File: src/rtl/sonar_pkg.sv
// Shared definitions for the parametrised ultrasonic ranger front end.
// State codes, cycle conversion helper and BCD constants.
package sonar_pkg;

  localparam int DIG_W = 4;

  typedef enum logic [3:0] {
    S_IDLE = 4'd0,
    S_TRIG = 4'd1,
    S_WAIT = 4'd2,
    S_MEAS = 4'd3,
    S_DONE = 4'd4,
    S_TOUT = 4'd5
  } state_e;

  function automatic int unsigned US_TO_CYCLES(
    input int unsigned us,
    input int unsigned hz
  );
    longint unsigned p;
    p = 64'(us) * 64'(hz) / 64'd1000000;
    return 32'(p);
  endfunction

  function automatic logic [3*DIG_W-1:0] TO_BCD(
    input int unsigned v
  );
    return {DIG_W'(v / 100 % 10),
            DIG_W'(v / 10 % 10),
            DIG_W'(v % 10)};
  endfunction

endpackage

File: src/rtl/contador_bcd_3dig.sv
// Three-digit BCD up counter with synchronous clear,
// enable and saturation at a BCD limit.
module contador_bcd_3dig
  import sonar_pkg::*;
(
  input  logic               clk,
  input  logic               clr,
  input  logic               en,
  input  logic [3*DIG_W-1:0] limit,
  output logic [3*DIG_W-1:0] count
);

  logic [3*DIG_W-1:0] count_q, count_d;
  logic [DIG_W-1:0]   u, d, c;

  assign u = count_q[DIG_W-1:0];
  assign d = count_q[2*DIG_W-1:DIG_W];
  assign c = count_q[3*DIG_W-1:2*DIG_W];

  always_comb begin
    count_d = count_q;
    if (clr) begin
      count_d = '0;
    end else if (en && count_q != limit) begin
      if (u != DIG_W'(9)) begin
        count_d[DIG_W-1:0] = u + 1'b1;
      end else begin
        count_d[DIG_W-1:0] = '0;
        if (d != DIG_W'(9)) begin
          count_d[2*DIG_W-1:DIG_W] = d + 1'b1;
        end else begin
          count_d[2*DIG_W-1:DIG_W] = '0;
          count_d[3*DIG_W-1:2*DIG_W] =
            (c == DIG_W'(9)) ? '0 : c + 1'b1;
        end
      end
    end
  end

  always_ff @(posedge clk) begin
    count_q <= count_d;
  end

  assign count = count_q;

endmodule

File: src/rtl/interface_sonar_param.sv
// Ultrasonic ranger: trigger, echo timing, rounded BCD cm result.
// Optional echo timeout enabled by defining SONAR_TIMEOUT_EN.
module interface_sonar_param
  import sonar_pkg::*;
#(
  parameter int unsigned CLK_HZ        = 50_000_000,
  parameter int unsigned TRIG_US       = 10,
  parameter int unsigned CYCLES_PER_CM = 2941,
  parameter int unsigned MAX_CM        = 400,
  parameter int unsigned TIMEOUT_US    = 30000
) (
  input  logic        clock,
  input  logic        reset,
  input  logic        medir,
  input  logic        echo,
  output logic        trigger,
  output logic [11:0] medida,
  output logic        pronto,
  output logic        erro,
  output logic [3:0]  db_estado
);

  localparam int unsigned TRIG_CYC = US_TO_CYCLES(TRIG_US, CLK_HZ);
  localparam int unsigned TOUT_CYC = US_TO_CYCLES(TIMEOUT_US, CLK_HZ);
  localparam int unsigned CNT_MAX  =
    (TOUT_CYC > TRIG_CYC) ? TOUT_CYC : TRIG_CYC;
  localparam int CW = $clog2(CNT_MAX + 1);
  localparam int TW = $clog2(CYCLES_PER_CM);

  state_e        state_q, state_d;
  logic [CW-1:0] cnt_q, cnt_d;
  logic [TW-1:0] tick_q, tick_d;
  logic [2:0]    sync_q, sync_d;
  logic          trigger_q, trigger_d;
  logic          pronto_q, pronto_d;
  logic [11:0]   medida_q, medida_d;
  logic [11:0]   bcd;
  logic          bcd_clr, bcd_en;
  logic          rise, fall;

  assign sync_d = {sync_q[1:0], echo};
  assign rise   = sync_q[1] & ~sync_q[2];
  assign fall   = ~sync_q[1] & sync_q[2];

  contador_bcd_3dig u_cm (
    .clk   (clock),
    .clr   (bcd_clr | ~reset),
    .en    (bcd_en),
    .limit (TO_BCD(MAX_CM)),
    .count (bcd)
  );

  always_comb begin
    state_d   = state_q;
    cnt_d     = cnt_q;
    tick_d    = tick_q;
    bcd_clr   = 1'b0;
    bcd_en    = 1'b0;
    trigger_d = 1'b0;
    pronto_d  = (state_q == S_DONE);
    medida_d  = (state_q == S_DONE) ? bcd : medida_q;
    unique case (state_q)
      S_IDLE: begin
        if (medir) begin
          state_d   = S_TRIG;
          cnt_d     = '0;
          tick_d    = '0;
          bcd_clr   = 1'b1;
          trigger_d = 1'b1;
        end
      end
      S_TRIG: begin
        if (cnt_q == CW'(TRIG_CYC - 1)) begin
          state_d = S_WAIT;
          cnt_d   = '0;
        end else begin
          cnt_d     = cnt_q + 1'b1;
          trigger_d = 1'b1;
        end
      end
      S_WAIT: begin
        if (rise) begin
          state_d = S_MEAS;
          tick_d  = TW'(CYCLES_PER_CM / 2);
          cnt_d   = '0;
        end
`ifdef SONAR_TIMEOUT_EN
        else if (cnt_q == CW'(TOUT_CYC - 1)) begin
          state_d = S_TOUT;
        end else begin
          cnt_d = cnt_q + 1'b1;
        end
`endif
      end
      S_MEAS: begin
        // half-cm preload above turns truncation into rounding
        if (tick_q == TW'(CYCLES_PER_CM - 1)) begin
          tick_d = '0;
          bcd_en = 1'b1;
        end else begin
          tick_d = tick_q + 1'b1;
        end
        if (fall) begin
          state_d = S_DONE;
        end
`ifdef SONAR_TIMEOUT_EN
        else if (cnt_q == CW'(TOUT_CYC - 1)) begin
          state_d = S_TOUT;
        end else begin
          cnt_d = cnt_q + 1'b1;
        end
`endif
      end
      S_DONE:  state_d = S_IDLE;
      default: state_d = S_IDLE;
    endcase
  end

  always_ff @(posedge clock) begin
    if (!reset) begin
      state_q   <= S_IDLE;
      cnt_q     <= '0;
      tick_q    <= '0;
      sync_q    <= '0;
      trigger_q <= 1'b0;
      pronto_q  <= 1'b0;
      medida_q  <= '0;
    end else begin
      state_q   <= state_d;
      cnt_q     <= cnt_d;
      tick_q    <= tick_d;
      sync_q    <= sync_d;
      trigger_q <= trigger_d;
      pronto_q  <= pronto_d;
      medida_q  <= medida_d;
    end
  end

`ifdef SONAR_TIMEOUT_EN
  logic erro_q, erro_d;
  assign erro_d = (state_q == S_TOUT);
  always_ff @(posedge clock) begin
    if (!reset) erro_q <= 1'b0;
    else        erro_q <= erro_d;
  end
  assign erro = erro_q;
`else
  assign erro = 1'b0;
`endif

  assign trigger   = trigger_q;
  assign pronto    = pronto_q;
  assign medida    = medida_q;
  assign db_estado = state_q;

endmodule

File: config.mk
export PLATFORM = sky130hd
export DESIGN_NAME = interface_sonar_param
export DESIGN_NICKNAME = d
export VERILOG_FILES = /design/src/rtl/sonar_pkg.sv /design/src/rtl/contador_bcd_3dig.sv /design/src/rtl/interface_sonar_param.sv
export SDC_FILE = /design/constraint.sdc
export NUM_CORES = 1
export LEC_CHECK = 0
export ABC_AREA = 1
export BUFFER_PORTS_ARGS = -buffer_cell sky130_fd_sc_hd__buf_2
export CAP_MARGIN = 20
export CORE_MARGIN = 2
export CORE_UTILIZATION = 35
export CTS_CLUSTER_DIAMETER = 50
export DETAILED_ROUTE_END_ITERATION = 7
export GPL_ROUTABILITY_DRIVEN = 0
export HOLD_SLACK_MARGIN = 0.05
export PLACE_DENSITY = 0.59
export SLEW_MARGIN = 20
export SYNTH_ARGS = -nofsm -noshare
export SYNTH_HDL_FRONTEND = slang
export SYNTH_SLANG_ARGS = --single-unit
File: constraint.sdc
create_clock -name clock -period 1.48 [get_ports clock]
set_input_delay 0.148 -clock clock [delete_from_list [all_inputs] [get_ports clock]]
set_output_delay 0.148 -clock clock [all_outputs]
set_load 0.01 [all_outputs]
## After elaboration in Yosys (flattened, before gate mapping)

Cells that the tools add are included.
W data, S select, Z words.

| word-level totals | value |
|---|---|
| bits of input ports | 4 |
| bits in registers | 66 |
| word-level logic and storage cells | 68 |

| operators by class | value |
|---|---|
| equality and inequality tests | 14 |
| $add $sub $neg | 5 |
| muxes and demuxes | 22 |
| bitwise operators | 8 |
| reduce and logical (&&, ||, !) cells | 9 |

Operators by type and width:

| cell | count |
|---|---|
| $mux W21 | 3 |
| $pmux W21 S3 | 1 |
| $mux W12 | 3 |
| $pmux W12 S3 | 1 |
| $mux W4 | 7 |
| $add A21 B1 Y21 const B | 1 |
| $eq A21 B9 Y1 const B | 1 |
| $pmux W4 S4 | 1 |
| $add A12 B1 Y12 const B | 1 |
| $add A4 B1 Y4 const B | 3 |
| $eq A12 B12 Y1 const B | 1 |
| $ne A12 B11 Y1 const B | 1 |
| $reduce_and A3 Y1 | 3 |
| $eq A4 B2 Y1 const B | 2 |
| $ne A2 B2 Y1 const B | 4 |
| $ne A4 B4 Y1 const B | 2 |
| $reduce_bool A3 Y1 | 2 |
| $mux W1 | 5 |
| $not A1 Y1 | 5 |
| $eq A4 B1 Y1 const B | 1 |
| $eq A4 B3 Y1 const B | 1 |
| $eq A4 B4 Y1 const B | 1 |
| $logic_not A4 Y1 | 1 |
| $reduce_and A4 Y1 | 1 |
| other kinds (5) | 6 |

## Longest topological paths before layout

Gate-level depths: netlist of the first run.

| logic depth | value |
|---|---|
| depth after elaboration | 5 |
| depth in mapped cells | 11 |
| gate-level depth less buffers | 11 |

## By module

Synthesis of the first run repeated with hierarchy kept, for this count alone.

| second synthesis, totals | value |
|---|---|
| cells, all modules | 598 |
| area total of the unflattened synthesis | 3753.6 µm² |

Modules (own cells, without submodules):

| module | cells each | area each (µm²) | sequential area each (µm²) | times used |
|---|---|---|---|---|
| interface_sonar_param | 459 | 2885.3 | 1061.0 | 1 |
| contador_bcd_3dig | 139 | 868.3 | 240.2 | 1 |

## Worst setup path after synthesis of the first run

Ideal clock, no wire load.

| timing | value |
|---|---|
| path kind | register to register |
| from | register cnt_q[0] |
| to | register cnt_q[10] |
| clock period less this slack | 1.551 ns |
| setup slack | -0.071 ns |
| arrival time | 1.434 ns |
| cell stages (with the launch flop) | 8 |
| data required time | 1.363 ns |
| library setup time | 0.117 ns |
| path through | dfxtp_1 ha_1 nand3_1 nor2_2 nand3_1 nor2_1 xor2_1 nor2_1 |

| on the way | value |
|---|---|
| longest elaborated chain between the ends | 3 |
| elaborated cells between the ends (all ways) | 4 |

RTL lines:

| element | line | RTL |
|---|---|---|
| from (decl) | interface_sonar_param.sv:31 | `logic [CW-1:0] cnt_q, cnt_d;` |
| from (signal assigned) | interface_sonar_param.sv:130 | `cnt_q <= cnt_d;` |
| $add A21 B1 Y21 / $eq A21 B9 Y1 (equally long branches) | interface_sonar_param.sv:77, interface_sonar_param.sv:73 |  |
| $mux W21 * | interface_sonar_param.sv:73 | `if (cnt_q == CW'(TRIG_CYC - 1)) begin` |
| $pmux W21 S3 * | interface_sonar_param.sv:62 | `unique case (state_q)` |

Every way passes the cells marked *; elsewhere a longest branch is shown, timed or not.
A chain may end at the register's enable or synchronous reset.

## Worst setup path in the final report of the first run

| timing | value |
|---|---|
| from | register tick_q[1] |
| to | register u_cm.count_q[2] (netlist: u_cm.count[2]) |

| on the way | value |
|---|---|
| longest elaborated chain between the ends | 4 |

RTL lines:

| element | line | RTL |
|---|---|---|
| from (decl) | interface_sonar_param.sv:32 | `logic [TW-1:0] tick_q, tick_d;` |
| from (signal assigned) | interface_sonar_param.sv:131 | `tick_q <= tick_d;` |
| $eq A12 B12 Y1 | interface_sonar_param.sv:97 | `if (tick_q == TW'(CYCLES_PER_CM - 1)) begin` |
| $mux W1 | interface_sonar_param.sv:97 |  |
| $mux W1 | interface_sonar_param.sv:62 |  |
| $logic_and A1 B1 Y1 | contador_bcd_3dig.sv:24 | `end else if (en && count_q != limit) begin` |
| to (signal assigned) | contador_bcd_3dig.sv:41 | `count_q <= count_d;` |
| to (decl) | contador_bcd_3dig.sv:13 | `logic [3*DIG_W-1:0] count_q, count_d;` |

No other way between the ends.

==> metrics, run 1 <==
outcome complete, no violations; Routed met1 length about 4500 um; met3 WL 552 um; Fmax between 600 and 700 MHz; placed cells around 740; Synth Warn # 0; Final Hold Viols 0; Initial Util a little over a third; fin crit period between 1 and 1.5 ns; TritonCTS buffer count 9; final setup violation count 0; die height ~110 um; most common cell after layout, fill and taps aside nand2_1; first drt pass iteration count 5; # DRC 0; Yosys top cell area share between 30% and 40%; Max H-tree Level 3; critical path launch point tick_q[1]; # diodes 0; placed cell areas about 0.0042 mm2; commonest non-fill, non-tap cells in the layout nand2_1, a21oi_1, nor2_1; drt total wl between 10000 and 15000 um; CTS tree done; largest net degree at the start of global routing 29; CP Data Arrival Time approximately 1.7 ns; Via Count 3911; DR vias/cell 5.10; Overflow after GRT 0; Placeable Area 0.0102 mm2; DR iter-0 viols 194; highest routed layer met4; fin area 0.00472 mm2; worst reg2reg path endpoint u_cm.count[2]; RR Startpoint tick_q[1]; Critical Path End u_cm.count[2]; number of global-route vias before repair around 3500; clk slew on worst S/H paths 0.08 ns; CP required 1.76 ns; met2 wire len between 4000 and 5000 um; initial antenna violation count 0; GRT Overall Usage 17.6%; Worst setup SP type flop; Leakage 1.81 nW; Syn Inst Count about 560; P&R area growth vs syn 29.5%; unrepaired setup endpoints after global routing yes; final cell count without fillers between 700 and 800; largest cells by area after synthesis dfxtp_1, nand2_1, a21oi_1; clk root buf clkbuf_8; synthesized area per cell 6.56 um2; clock sinks 65; IO Pins 23; Seq/Total Area, Yosys between 30 and 40%; clock skew 0.0140 ns; layout cells sized above 1 a little over a quarter; first-pass GRT wire length 16100 um; routed wire length per instance roughly 13 um; Cell Pwr Density ~1200 mW/mm2; # fillers 1054; final period utilization 98.7%; die width about 110 um; die area 0.0112 mm2; Synth cell types 34; Worst Path Max Fanout 5; final antenna-violating net count 0; # nets final ~630; Setup TNS 0 ns; Final HPWL DP between 6000 and 7000 um; FF-to-FF path depth 10; Yosys reg bits 65; Clock Latency Late Sink around 0.35 ns; final hold slack 0.0938 ns; Rows 37; synthesized cell area ~0.0036 mm2; Pins Over Slew Limit 0; CTS Buffer Depth 2; Worst Setup End Kind flop; Setup CP Type reg -> reg; IO buf count 20; leading area contributor after synthesis dfxtp_1; maxcap violations 0; r2r setup slk slightly below 0.02 ns; worst hold path type in -> reg; maximum vdd drop slightly below 0.0006 V
state kept, by name, summed over array words and instances, names as in the netlist:
signal,flops
u_cm.count,12
trigger,1
sync_q,3
medida,12
pronto,1
cnt_q,21
db_estado,3
tick_q,12
worst max-delay path: stages (launching register included):
cell,delay [ns]
dfxtp_2,0.33
inv_2,0.07
ha_4,0.15
inv_4,0.04
nor2_2,0.11
nand3_4,0.15
nor2_8,0.21
nand2_4,0.08
clkinv_2,0.06
nand2_1,0.06
a21oi_1,0.12
synth_stat cells (all sizes together):
library cell and n:
clkinv 2, a31oi 1, buf 11, nor2 67, a21oi 56, nand2 148, o21ai 30, nand3b 4
nand3 54, clkbuf 5, nor3 7, xor2 10, nand4 28, or2 2, inv 58, conb 1
ha 3, o21bai 4, dfxtp 65
where the power goes:
group	switching, mW	internal, mW
clock	0.772	1.14
sequential	0.124	1.89
combinational	1.14	0.741
total	2.04	3.77
cell families after synthesis:
logic type,after synthesis,synth area share [%]
xor gates and xnor gates,10,2.40
and+or+nand+nor,310,38.9
other,1,0.103
adders and majority gates,3,1.03
buffers and inverters,76,8.96
AOI/OAI and AO/OA,91,12.9
DFF,65,35.7
worst min-delay path by stage:
stage,startpoint,end,cells past startpoint
final,reset,db_estado[1],3
after global routing,reset,db_estado[1],3
after CTS,reset,db_estado[1],3
after detailed placement,echo,sync_q[0],3
after global placement,echo,sync_q[0],3
after floorplan,echo,sync_q[0],2
what timing repair did:
item | CTS | global route
endpoints found under the hold margin | 1 | 0
setup endpoints to repair | 34 | 43
cloned | 3 | 0
hold buffers | 1 | 0
buffers inserted | 1 | 5
pin swaps | 7 | 14
gates resized for setup | 27 | 47
routing by layer:
metal	track usage, %	vias to the layer above
met5	0	-
met4	8.83	0
met3	4.17	23
met2	29.2	120
met1	21.4	1797
li1	-	1971
per-stage QoR:
step	power, mW	utilization (%)	setup slack, ns
after global placement	3.63	40.7	-0.0271
after floorplan	3.10	-	0.0366
final	5.81	46.1	0.0198
after detailed placement	3.64	40.7	-0.0595
after global routing	6.12	46.1	-0.0520
after CTS	5.67	44.4	0.000413
final cells by class:
cell class	instances	area [um2]	area share, %
Multi-Input combinational cell	417	2210	46.9
Clock inverter	7	125	2.65
Inverter	60	240	5.09
Timing Repair Buffer	71	505	10.7
Tap cell	136	170	3.60
Timing Repair inverter	2	15.0	0.318
Clock buffer	9	124	2.62
Sequential cell	65	1330	28.1
No activity file was read; power rests on OpenSTA's default activity.
==> inputs of run 2 (changes only) <==
--- a/config.mk
+++ b/config.mk
@@ -5,7 +5,6 @@
 export SDC_FILE = /design/constraint.sdc
 export NUM_CORES = 1
 export LEC_CHECK = 0
-export ABC_AREA = 1
 export BUFFER_PORTS_ARGS = -buffer_cell sky130_fd_sc_hd__buf_2
 export CAP_MARGIN = 20
 export CORE_MARGIN = 2
==> metrics, run 2 <==
outcome finished, violations left; failing checks negative setup slack; Synth Warn # 0; critical path, cell by cell buf_4, and3b_1, and4b_1, buf_4, nand3_4, or3_1, a21oi_1; Yosys top cell area share 39.4%; leading area contributor after synthesis dfxtp_1; Placeable Area about 0.0092 mm2; Initial Util around 36%; synthesized area per cell 8.23 um2; final setup violation count 36; Yosys reg bits 65; die area 0.0102 mm2; Worst Setup End Kind flop; most common cell after layout, fill and taps aside buf_4; # nets final about 510; r2r setup slk -0.17 ns; clock skew 0.0116 ns; max reg flops 21; CTS Buffer Depth 2; RR Startpoint db_estado[0]; Final HPWL DP between 5000 and 6000 um; worst reg2reg path endpoint u_cm.count[5]; DR iter-0 viols between 100 and 150; DR vias/cell ~5.2; Max H-tree Level 3; async set-reset flop share out of synthesis 0%; P&R area growth vs syn 37.7%; routed wire length per instance roughly 14 um; stages on the worst setup path 7; Crit path max-delay family simple AND/OR/NAND/NOR gates; worst hold path type in -> reg; IO Pins 23; Top reg by flops cnt_q; # diodes 0; CP required ~1.8 ns; # DRC 0; Worst setup SP type flop; final period utilization 112%; fin area 0.00454 mm2; Worst Path Max Fanout 9; Setup CP Type reg -> reg; number of global-route vias before repair 3077; WP buf/inv 2; placed cell areas around 0.0041 mm2; GRT Overall Usage 17.4%; unrepaired setup endpoints after global routing yes; Syn Inst Count between 400 and 500; final antenna-violating net count 0; CP Data Arrival Time just under 2 ns; drt total wl between 8000 and 9000 um; Setup TNS -2.93 ns; commonest non-fill, non-tap cells in the layout buf_4, dfxtp_1, nand2_1; Clock Latency Late Sink 0.35 ns; Via Count between 3000 and 4000; IO buf count 20; fin crit period roughly 1.7 ns; maxcap violations 0; Leakage around 1.8 nW; layout cells sized above 1 a little over a third; Synth cell types 57; TritonCTS buffer count 9; final hold slack about 0.19 ns; first-pass GRT wire length 14100 um; Cell Pwr Density 745 mW/mm2; Pins Over Slew Limit 0; first drt pass iteration count 6; Post-synth top cells dfxtp_1, nand2_1, nor2_1; largest cells by area after synthesis dfxtp_1, nand2_1, nor2_1; maximum vdd drop 0.000473 V; CTS tree done; most instantiated library cell after synthesis dfxtp_1; Critical Path End u_cm.count[5]; synthesized cell area 0.00330 mm2; Main synth FF type dfxtp_1; largest net degree at the start of global routing 27; critical path launch point db_estado[0]; CP max-delay cell dfxtp_4; Rows 35; FF-to-FF path depth 7; Seq/Total Area, Yosys between 30% and 40%; die width about 100 um; Overflow after GRT 0; crit-path most repeated cell buf_4; slowest stage delay, CP between 0.3 and 0.4 ns; clk root buf clkbuf_8; die height a little over 100 um; setup ws final -0.174 ns; clk slew on worst S/H paths approximately 0.070 ns; number of flops mapped to enable cells by yosys 0; Fmax ~600 MHz; Final Hold Viols 0; Place WS -0.142 ns; initial antenna violation count 0; clock sinks 65
==> run 2: cell count changes after synthesis, sizes merged, moves of 13 or more <==
cell / before / now
nor2: 67 / 42
nand4: 28 / 15
nor2b: 0 / 13
nand2: 148 / 49
a21boi: 0 / 17
inv: 58 / 13
a21oi: 56 / 12
nand3: 54 / 23
==> run 2: through the flow <==
| stage | power (mW) | std cells | utilization (%) |
|---|---|---|---|
| finish | 3.38 | 615 | 49.4 |
| global route | 3.50 | 615 | 49.4 |
| CTS | 3.41 | 617 | 48.7 |
| detailed placement | 2.02 | 591 | 44.7 |
| global placement | 2.01 | 591 | 44.7 |
| floorplan | 1.94 | 402 | - |
==> run 2: final cells by class <==
type / instances / area, um2
Multi-Input combinational cell: 301 / 2060
Inverter: 13 / 48.8
Fill cell: 886 / 4650
Tap cell: 111 / 139
Timing Repair Buffer: 109 / 802
Sequential cell: 65 / 1320
Clock buffer: 11 / 141
Clock inverter: 5 / 30.0
==> run 2: worst min-delay path, stage by stage <==
cell	delay [ns]
buf_2	0.19
nand2_1	0.11
a21oi_1	0.04
==> run 2: repair_timing <==
action / in CTS / in global routing
hold endpoints to repair: 1 / 0
setup endpoints to repair: 43 / 60
gates cloned: 2 / 0
hold buffers: 1 / 0
setup buffers: 7 / 2
pin swaps: 13 / 17
resized for setup: 42 / 21
==> run 2: worst min-delay path by stage <==
stage / to / cells after the start / from
2_1_floorplan: sync_q[0] / 1 / echo
3_3_place_gp: sync_q[0] / 2 / echo
3_5_place_dp: sync_q[0] / 2 / echo
4_1_cts: cnt_q[12] / 3 / reset
5_1_grt: cnt_q[12] / 3 / reset
6_report: cnt_q[12] / 3 / reset
==> run 2: kinds of logic after synthesis <==
family                     Yosys count  share of synthesized area, %
AOI/OAI and AO/OA                   86                          18.5
xor gates and xnor gates            19                          5.04
adders and majority gates            3                          1.14
buffers and inverters               36                          5.23
other                                1                         0.114
and+or+nand+nor                    188                          29.7
muxes                                3                         0.910
DFF                                 65                          39.4
==> run 2: where the power goes <==
group	switching (mW)	total (mW)	internal (mW)
combinational	0.134	0.254	0.120
sequential	0.0120	1.77	1.76
clock	0.712	1.36	0.649
total	0.858	3.38	2.53
==> run 2: metal layers <==
metal	share of wire, %	up-vias	GRT usage, %
li1	-	1616	-
met5	0	-	0
met4	1.3	0	4.57
met1	45	1490	21.1
met3	4.2	12	4.72
met2	50	71	30.4
